File: config.mk
export PLATFORM = sky130hd
export DESIGN_NAME = ram_write_arbiter
export DESIGN_NICKNAME = d
export VERILOG_FILES = /design/src/rtl/ram_write_arbiter_pkg.sv /design/src/rtl/ram_write_arbiter_hold_counter.sv /design/src/rtl/ram_write_arbiter.sv
export SDC_FILE = /design/constraint.sdc
export NUM_CORES = 1
export LEC_CHECK = 0
export ABC_CLOCK_PERIOD_IN_PS = 1900
export CAP_MARGIN = 30
export CORE_MARGIN = 10
export CORE_UTILIZATION = 30
export DETAILED_ROUTE_END_ITERATION = 12
export GPL_ROUTABILITY_DRIVEN = 0
export PLACE_DENSITY = 0.73
export SYNTH_ARGS = -nofsm -noshare
export SYNTH_HDL_FRONTEND = slang
export SYNTH_SLANG_ARGS = --single-unit
File: constraint.sdc
create_clock -name Clock -period 1.9 [get_ports Clock]
set_input_delay 0.285 -clock Clock [delete_from_list [all_inputs] [get_ports Clock]]
set_output_delay 0.285 -clock Clock [all_outputs]
set_load 0.02 [all_outputs]
File: src/rtl/ram_write_arbiter_pkg.sv
// ---------------------------------------------------------------------------
// ram_write_arbiter_pkg
// Shared definitions for the two-requester RAM write arbiter:
//   - arb_state_t      : FSM state encoding (IDLE / OWN0 / OWN1)
//   - DEFAULT_MAX_HOLD : default cap on the number of cycles a locked owner
//                        may keep the write port
//   - HOLD_COUNT_WIDTH : width of the hold counter (covers MAX_HOLD 1..15)
//   - otherIndex()     : returns the other requester's index
// ---------------------------------------------------------------------------
package ram_write_arbiter_pkg;

  typedef enum logic [1:0] {
    IDLE = 2'd0,
    OWN0 = 2'd1,
    OWN1 = 2'd2
  } arb_state_t;

  localparam int DEFAULT_MAX_HOLD = 4;
  localparam int HOLD_COUNT_WIDTH = 4;

  // With only two requesters, "the other one" is simply the inverted index.
  function automatic logic otherIndex(input logic idx);
    return ~idx;
  endfunction

endpackage

File: src/rtl/ram_write_arbiter_hold_counter.sv
// ---------------------------------------------------------------------------
// hold_counter
// Counts how long a locked owner has held the write port.
// Ports:
//   Clock     : rising-edge clock
//   Reset     : asynchronous active-high reset, clears the count to 0
//   iLoad     : synchronous load of the value 1 (has priority over iEnable)
//   iEnable   : increment the count by one
//   oTerminal : high while the count equals MAX_HOLD
// ---------------------------------------------------------------------------
module hold_counter #(
  parameter int MAX_HOLD = 4,
  parameter int WIDTH    = 4
) (
  input  logic Clock,
  input  logic Reset,
  input  logic iLoad,
  input  logic iEnable,
  output logic oTerminal
);

  localparam logic [WIDTH-1:0] ONE      = WIDTH'(1);
  localparam logic [WIDTH-1:0] TERMINAL = WIDTH'(MAX_HOLD);

  logic [WIDTH-1:0] r_count;

  // Load-1 marks the beat that took ownership; each further cycle counts up.
  always_ff @(posedge Clock or posedge Reset) begin
    if (Reset) begin
      r_count <= '0;
    end else if (iLoad) begin
      r_count <= ONE;
    end else if (iEnable) begin
      r_count <= r_count + ONE;
    end
  end

  assign oTerminal = (r_count == TERMINAL);

endmodule

File: src/rtl/ram_write_arbiter.sv
// ---------------------------------------------------------------------------
// ram_write_arbiter
// Arbitrates two write requesters onto a single registered RAM write port.
// Round-robin between the requesters while IDLE; a requester that asserts its
// lock while transferring keeps the port (OWN0/OWN1) until it drops the lock
// or has held the port for MAX_HOLD cycles.
// Ports:
//   Clock, Reset               : clock, asynchronous active-high reset
//   iValid0/1, iAddr0/1,
//   iData0/1, iLock0/1         : requester write request, address, data, lock
//   oReady0/1                  : requester granted this cycle (combinational)
//   oWriteEnable/Address/Data  : registered RAM write port
//   oOwner                     : requester whose beat is on the write port
//   oLocked                    : high while in OWN0 or OWN1
// ---------------------------------------------------------------------------
module ram_write_arbiter
  import ram_write_arbiter_pkg::*;
#(
  parameter int DATA_WIDTH = 16,
  parameter int ADDR_WIDTH = 8,
  parameter int MAX_HOLD   = DEFAULT_MAX_HOLD
) (
  input  logic                  Clock,
  input  logic                  Reset,
  input  logic                  iValid0,
  input  logic                  iValid1,
  input  logic [ADDR_WIDTH-1:0] iAddr0,
  input  logic [ADDR_WIDTH-1:0] iAddr1,
  input  logic [DATA_WIDTH-1:0] iData0,
  input  logic [DATA_WIDTH-1:0] iData1,
  input  logic                  iLock0,
  input  logic                  iLock1,
  output logic                  oReady0,
  output logic                  oReady1,
  output logic                  oWriteEnable,
  output logic [ADDR_WIDTH-1:0] oWriteAddress,
  output logic [DATA_WIDTH-1:0] oWriteData,
  output logic                  oOwner,
  output logic                  oLocked
);

  arb_state_t            r_state;
  logic                  r_pointer;
  logic                  r_locked;
  logic                  r_writeEnable;
  logic [ADDR_WIDTH-1:0] r_writeAddress;
  logic [DATA_WIDTH-1:0] r_writeData;
  logic                  r_owner;

  logic w_ready0;
  logic w_ready1;
  logic w_xfer0;
  logic w_xfer1;
  logic w_holdLoad;
  logic w_holdEnable;
  logic w_holdTerminal;

  // Grant logic. In IDLE the round-robin pointer's requester wins if it is
  // valid, otherwise the other one may take the slot. While owned, only the
  // owner can be ready. Reset forces both grants low so nothing transfers.
  always_comb begin
    w_ready0 = 1'b0;
    w_ready1 = 1'b0;
    if (!Reset) begin
      case (r_state)
        IDLE: begin
          if (r_pointer == 1'b0) begin
            if (iValid0)      w_ready0 = 1'b1;
            else if (iValid1) w_ready1 = 1'b1;
          end else begin
            if (iValid1)      w_ready1 = 1'b1;
            else if (iValid0) w_ready0 = 1'b1;
          end
        end
        OWN0:    w_ready0 = iValid0;
        OWN1:    w_ready1 = iValid1;
        default: begin
          w_ready0 = 1'b0;
          w_ready1 = 1'b0;
        end
      endcase
    end
  end

  assign w_xfer0 = iValid0 & w_ready0;
  assign w_xfer1 = iValid1 & w_ready1;

  // The counter starts at 1 on the locking beat and then advances every
  // owned cycle, regardless of whether the owner transfers.
  assign w_holdLoad   = (r_state == IDLE) & ((w_xfer0 & iLock0) | (w_xfer1 & iLock1));
  assign w_holdEnable = (r_state != IDLE);

  hold_counter #(
    .MAX_HOLD (MAX_HOLD),
    .WIDTH    (HOLD_COUNT_WIDTH)
  ) u_holdCounter (
    .Clock     (Clock),
    .Reset     (Reset),
    .iLoad     (w_holdLoad),
    .iEnable   (w_holdEnable),
    .oTerminal (w_holdTerminal)
  );

  // Ownership FSM with the round-robin pointer and the registered lock flag.
  // Leaving an owned state hands priority to the other requester, and a beat
  // in the leaving cycle still transfers since oReady follows iValid there.
  always_ff @(posedge Clock or posedge Reset) begin
    if (Reset) begin
      r_state   <= IDLE;
      r_pointer <= 1'b0;
      r_locked  <= 1'b0;
    end else begin
      case (r_state)
        IDLE: begin
          if (w_xfer0) begin
            r_pointer <= otherIndex(1'b0);
            if (iLock0) begin
              r_state  <= OWN0;
              r_locked <= 1'b1;
            end
          end else if (w_xfer1) begin
            r_pointer <= otherIndex(1'b1);
            if (iLock1) begin
              r_state  <= OWN1;
              r_locked <= 1'b1;
            end
          end
        end
        OWN0: begin
          if (!iLock0 || w_holdTerminal) begin
            r_state   <= IDLE;
            r_pointer <= otherIndex(1'b0);
            r_locked  <= 1'b0;
          end
        end
        OWN1: begin
          if (!iLock1 || w_holdTerminal) begin
            r_state   <= IDLE;
            r_pointer <= otherIndex(1'b1);
            r_locked  <= 1'b0;
          end
        end
        default: begin
          r_state  <= IDLE;
          r_locked <= 1'b0;
        end
      endcase
    end
  end

  // Single write-port register stage: the strobe pulses for one cycle per
  // transfer, while address, data and owner keep the last written beat.
  always_ff @(posedge Clock or posedge Reset) begin
    if (Reset) begin
      r_writeEnable  <= 1'b0;
      r_writeAddress <= '0;
      r_writeData    <= '0;
      r_owner        <= 1'b0;
    end else begin
      r_writeEnable <= w_xfer0 | w_xfer1;
      if (w_xfer0) begin
        r_writeAddress <= iAddr0;
        r_writeData    <= iData0;
        r_owner        <= 1'b0;
      end else if (w_xfer1) begin
        r_writeAddress <= iAddr1;
        r_writeData    <= iData1;
        r_owner        <= 1'b1;
      end
    end
  end

  assign oReady0       = w_ready0;
  assign oReady1       = w_ready1;
  assign oWriteEnable  = r_writeEnable;
  assign oWriteAddress = r_writeAddress;
  assign oWriteData    = r_writeData;
  assign oOwner        = r_owner;
  assign oLocked       = r_locked;

endmodule

## Yosys cells after proc, flatten, opt, wreduce, memory -nomap -nowiden

Index checks and enable logic that the tools add are counted.
Widths: inputs -> output; s select.

| operators by class | value |
|---|---|
| add/sub/neg operators | 1 |
| equality and inequality tests | 8 |
| multiplexer cells | 36 |
| bitwise gates (word level) | 7 |
| reductions and logical operators | 11 |

Operators by type and width:

| kind | number |
|---|---|
| $mux 16 | 2 |
| $mux 1 | 19 |
| $mux 8 | 2 |
| $mux 2 | 6 |
| $ne 3x3->1 const B | 3 |
| $mux 4 | 2 |
| $pmux 1 s3 | 2 |
| $pmux 2 s3 | 1 |
| $reduce_bool 2->1 | 3 |
| $and 1x1->1 | 5 |
| $reduce_and 5->1 | 1 |
| $add 4x1->4 const B | 1 |
| $eq 4x3->1 const B | 1 |
| $ne 2x2->1 const B | 2 |
| $pmux 1 s2 | 2 |
| $reduce_and 4->1 | 1 |
| $reduce_bool 3->1 | 1 |
| $eq 2x1->1 const B | 1 |
| $eq 2x2->1 const B | 1 |
| $logic_not 1->1 | 2 |
| $logic_not 2->1 | 1 |
| $logic_or 1x1->1 | 2 |
| $or 1x1->1 | 2 |

| storage, ports and cells | value |
|---|---|
| bits in registers | 34 |
| output and inout port bits | 29 |
| word-level logic and storage cells | 71 |

## Longest topological paths before layout

| logic depth | value |
|---|---|
| depth after elaboration | 10 |
| depth in mapped cells | 9 |

## Hierarchy

From an unflattened synthesis, not the netlist that was laid out.

| unflattened totals | value |
|---|---|
| cells, all modules | 210 |
| area total of the unflattened synthesis | 2040.7 um^2 |

Modules (own cells, without submodules):

| module | instances | cells an instance | area an instance (um^2) | seq. area each (um^2) |
|---|---|---|---|---|
| ram_write_arbiter | 1 | 188 | 1814.2 | 750.7 |
| hold_counter | 1 | 22 | 226.5 | 100.1 |

## Worst setup path after synthesis

No wires, ideal clock.

| path | value |
|---|---|
| path type | flip-flop to flip-flop |
| start point | register r_state[0] |
| end point | register r_writeAddress[5], in the netlist oWriteAddress[5] |
| library setup time | 0.123 ns |
| arrival time | 1.696 ns |
| required time | 1.777 ns |
| setup slack | 0.080 ns |
| cell stages (with the launch flop) | 9 |
| path buffers | 2 |
| cell sequence | dfrtp_1 > inv_1 > ha_1 > buf_4 > nor2_1 > nor4b_4 > buf_2 > mux2i_1 > o21ai_1 |

| on the way | value |
|---|---|
| cells in the longest elaborated chain, start to end | 5 |
| elaborated cells between the ends (all ways) | 11 |

RTL lines:

| item | RTL line | source |
|---|---|---|
| start, declared | ram_write_arbiter.sv:42 | `arb_state_t r_state;` |
| start signal, assigned | ram_write_arbiter.sv:109 | `r_state <= IDLE;` |
| start signal, assigned | ram_write_arbiter.sv:118 | `r_state <= OWN0;` |
| start signal, assigned | ram_write_arbiter.sv:124 | `r_state <= OWN1;` |
| $eq 2x2->1 or $logic_not 2->1 (tied branches) | ram_write_arbiter.sv:65 | `case (r_state)` |
| $pmux 1 s2 * | ram_write_arbiter.sv:65 |  |
| $mux 1 * | ram_write_arbiter.sv:64 | `if (!Reset) begin` |
| via oReady1 | ram_write_arbiter.sv:34 | `output logic oReady1,` |
| $and 1x1->1 * | ram_write_arbiter.sv:86 | `assign w_xfer1 = iValid1 & w_ready1;` |
| $reduce_bool 2->1 (no line) * | n/a |  |
| end signal, assigned | ram_write_arbiter.sv:162 | `r_writeAddress <= iAddr0;` |
| end signal, assigned | ram_write_arbiter.sv:166 | `r_writeAddress <= iAddr1;` |
| end, declared | ram_write_arbiter.sv:46 | `logic [ADDR_WIDTH-1:0] r_writeAddress;` |

Mark *: on every way through the listed nets, which the timed path passes. The rest lies on a longest branch.
A chain may end at the register's enable or synchronous reset.

## Worst setup path in the final report

| path | value |
|---|---|
| start point | register r_state[0] |
| end point | output port oReady0 |

| on the way | value |
|---|---|
| cells in the longest elaborated chain, start to end | 3 |
| elaborated cells between the ends (all ways) | 4 |

RTL lines:

| item | RTL line | source |
|---|---|---|
| $eq 2x1->1 or $logic_not 2->1 (tied branches) | ram_write_arbiter.sv:65 |  |
| $pmux 1 s2 * | ram_write_arbiter.sv:65 |  |
| $mux 1 * | ram_write_arbiter.sv:64 |  |
| end, declared | ram_write_arbiter.sv:33 | `output logic oReady0,` |

Every way passes the cells marked *; elsewhere a longest branch is shown, timed or not.

==> flow_summary.toml <==
[run_status]
outcome = "finished with violations"
violations = "setup timing"

[placement]
pre_cts_slack_ns = -0.425
place_hpwl_mm = 3.94
port_buffers = 82
placedCellCount = 330

[grt]
met1_usage = 0.114
grt_pass1_vias = 1631
antenna_found_initial = 0
grt_pass1_wl_mm = 8.15
grt_max_degree = 52
met3_usage = 0.0504
grtUsageMet2 = 0.175
grt_use_total = 0.104
grt_overflow = 0
grt-busiest-layer = "met2"

[drt]
drt-initial-drc-count = 35
routed_wl_mm = 5.20
ant_nets = 0
drc = 0
route.vias.total = 1574
drt_first_pass_iters = 3
drt-vias-per-instance = 4.55
wl_per_cell_um = 15.0

[clocking]
cts.htree.levels = 2
cts_tree = "yes"
clk_latency_ns = 0.28
clock-sinks = 34
cts_buffer_depth = 2
ctsRootBufferMaster = "clkbuf_8"
clkTransAtPathRegs_ns = 0.07
numCtsBuffers = 5

[worst_setup_path]
regToRegSetupSlack_ns = -0.03
worstPathRequired_ns = 1.62
setup.worst_path.start = "r_state[0]"
critPathMaxStageDelay_ns = 0.43
critPathLaunchType = "flop"
worst_path_max_delay_cell = "dfrtp_2"
rr_worst_depth = 8
crit_arrival_ns = 1.67
endpoint_kind = "primary output"
reg2reg_to = "r_pointer"
path_class = "reg -> out"
crit_fanout = 4
path_cells = "ha_1, and3b_1, or3_4, inv_4, buf_6"
rr_startpoint = "r_state[1]"

[timing]
worst_pin_slew_ns = 0.437
hold_ws_ns = 0.501
timing.slew.headroom = 0.709
finalHoldViolations = 0
clock_skew_ns = 0.00649
grt_setup_unrepaired = "true"
fin_ws_ns = -0.0565
min_period_ns = 1.96
setup_viol = 5
fmax_mhz = 511
period_share = 1.03
drv_slew = 0

[yosys]
ys_ff_latch = 34
yosys.area.top_type = "dfrtp_1"
synthTopCellsByArea = "dfrtp_1, mux2i_1, o21ai_1, nand2_1, ha_1"
synth_area_sq_mm = 0.00176
syn_area_per_cell_sq_um = 10.4
yosysSeqAreaShare = 0.483
syn_inst = 169
yosys_warnings = 0
synth_fp_nets = 229
synth_cell_types = 31
netlist.area_leader.share = 0.483

[finish]
fin_cells = 346
fin_nets = 333
drive_above_1_share = 0.172
syn_to_final_growth_pct = 69.4
num_antenna_cells = 0

[power_and_ir_drop]
power_mw = 4.13
p_leak_nw = 1.25
vdd_ir_drop_max_mv = 0.941
power_density_mw_per_mm2 = 1390

[floorplan]
initial_utilization = 0.314
die_w_um = 96.6
ios = 83
core-area_sq_mm = 0.00561
dieArea_sq_mm = 0.00933
rows = 27
die_h_um = 96.6

[job]
cap_violations = 0

[hold_path]
holdCritPathClass = "in -> async"
-- area by class of cell --
cell class	count	area (sq um)
Clock buffer	5	68.8
Clock inverter	3	40.0
Fill cell	521	2630
Inverter	9	38.8
Multi-Input combinational cell	117	853
Sequential cell	34	852
Tap cell	72	90.1
Timing Repair Buffer	106	1040
-- worst max-delay path, delay by kind of cell, from the launching register on --
| kind | cells | cell delay (ns) |
|---|---|---|
| adder cells (fa/ha/maj) | 1 | 0.18 |
| flip-flops | 1 | 0.43 |
| AND/OR/NAND/NOR | 2 | 0.59 |
| buffers and inverters | 2 | 0.19 |
-- metal layers --
layer,up-vias,part of all wire
met5,-,0
met4,0,0.0056
met3,5,0.081
met2,51,0.48
met1,726,0.43
li1,792,-
-- stage by stage --
| step | area [sq um] | TNS [ns] | util |
|---|---|---|---|
| floorplan | 1760 | 0 | - |
| global placement | 2730 | -7.89 | 0.487 |
| detailed placement | 2730 | -8.10 | 0.487 |
| CTS | 2900 | -0.235 | 0.518 |
| global route | 2980 | -0.832 | 0.532 |
| finish | 2980 | -0.151 | 0.532 |
-- cell families after synthesis --
logic type	count (synthesis)	share of synthesized area
buffers and inverters	18	0.0540
AO/OA/AOI/OAI	37	0.123
adder cells (fa/ha/maj)	6	0.0426
XOR/XNOR	1	0.00498
AND/OR/NAND/NOR	46	0.138
flip-flops	34	0.483
multiplexers	27	0.154
-- state kept, by name (all words and copies together), names as in the netlist --
signal	flops
r_state	2
oWriteEnable	1
oWriteData	16
oWriteAddress	8
oOwner	1
u_holdCounter.r_count	4
r_pointer	1
oLocked	1
-- placed cells by master, fill, tap and decap left out, types with 4 or more instances in the layout --
| cell type | synthesis | layout |
|---|---|---|
| buf_4 | 4 | 19 |
| buf_6 | 1 | 4 |
| clkbuf_8 | 0 | 5 |
| clkdlybuf4s50_1 | 0 | 80 |
| dfrtp_1 | 34 | 33 |
| ha_1 | 6 | 4 |
| inv_1 | 8 | 6 |
| mux2i_1 | 26 | 26 |
| nand2_1 | 27 | 27 |
| nor2_1 | 7 | 6 |
| o21ai_1 | 27 | 27 |
-- how the worst max path moves through the flow --
stage                        to  slack (ns)  depth (start not counted)
5_1_grt                 oReady0       -0.12                          6
4_1_cts                 oReady0       -0.07                          6
2_1_floorplan  oWriteAddress[5]        0.08                          8
6_report                oReady0       -0.06                          5
3_3_place_gp            oReady0       -0.43                          5
3_5_place_dp            oReady0       -0.43                          5
-- report_power, final --
group	switching (mW)	internal (mW)	total, mW
clock	0.259	0.386	0.645
sequential	0.205	1.06	1.26
combinational	1.07	1.16	2.22
-- Yosys cell counts, drive strengths merged --
cell type,number
nand2b,3
nor4b,1
a31oi,1
o21ai,27
nor2,7
and4,1
mux2i,26
a21bo,1
dfrtp,34
buf,9
nand2,27
mux2,1
xor2,1
a311o,1
or3,2
inv,9
o211ai,1
a22oi,1
and3b,1
a22o,3
a21oi,1
nor3b,1
nand3,2
and4b,1
ha,6
o22a,1
-- what timing repair did --
action | 4_1_cts | 5_1_grt
pin swaps | 1 | 3
hold buffers | 0 | 0
gates resized for setup | 22 | 11
buffers inserted | 4 | 4
setup endpoints to repair | 35 | 34
(Power assumes the default switching activity.)
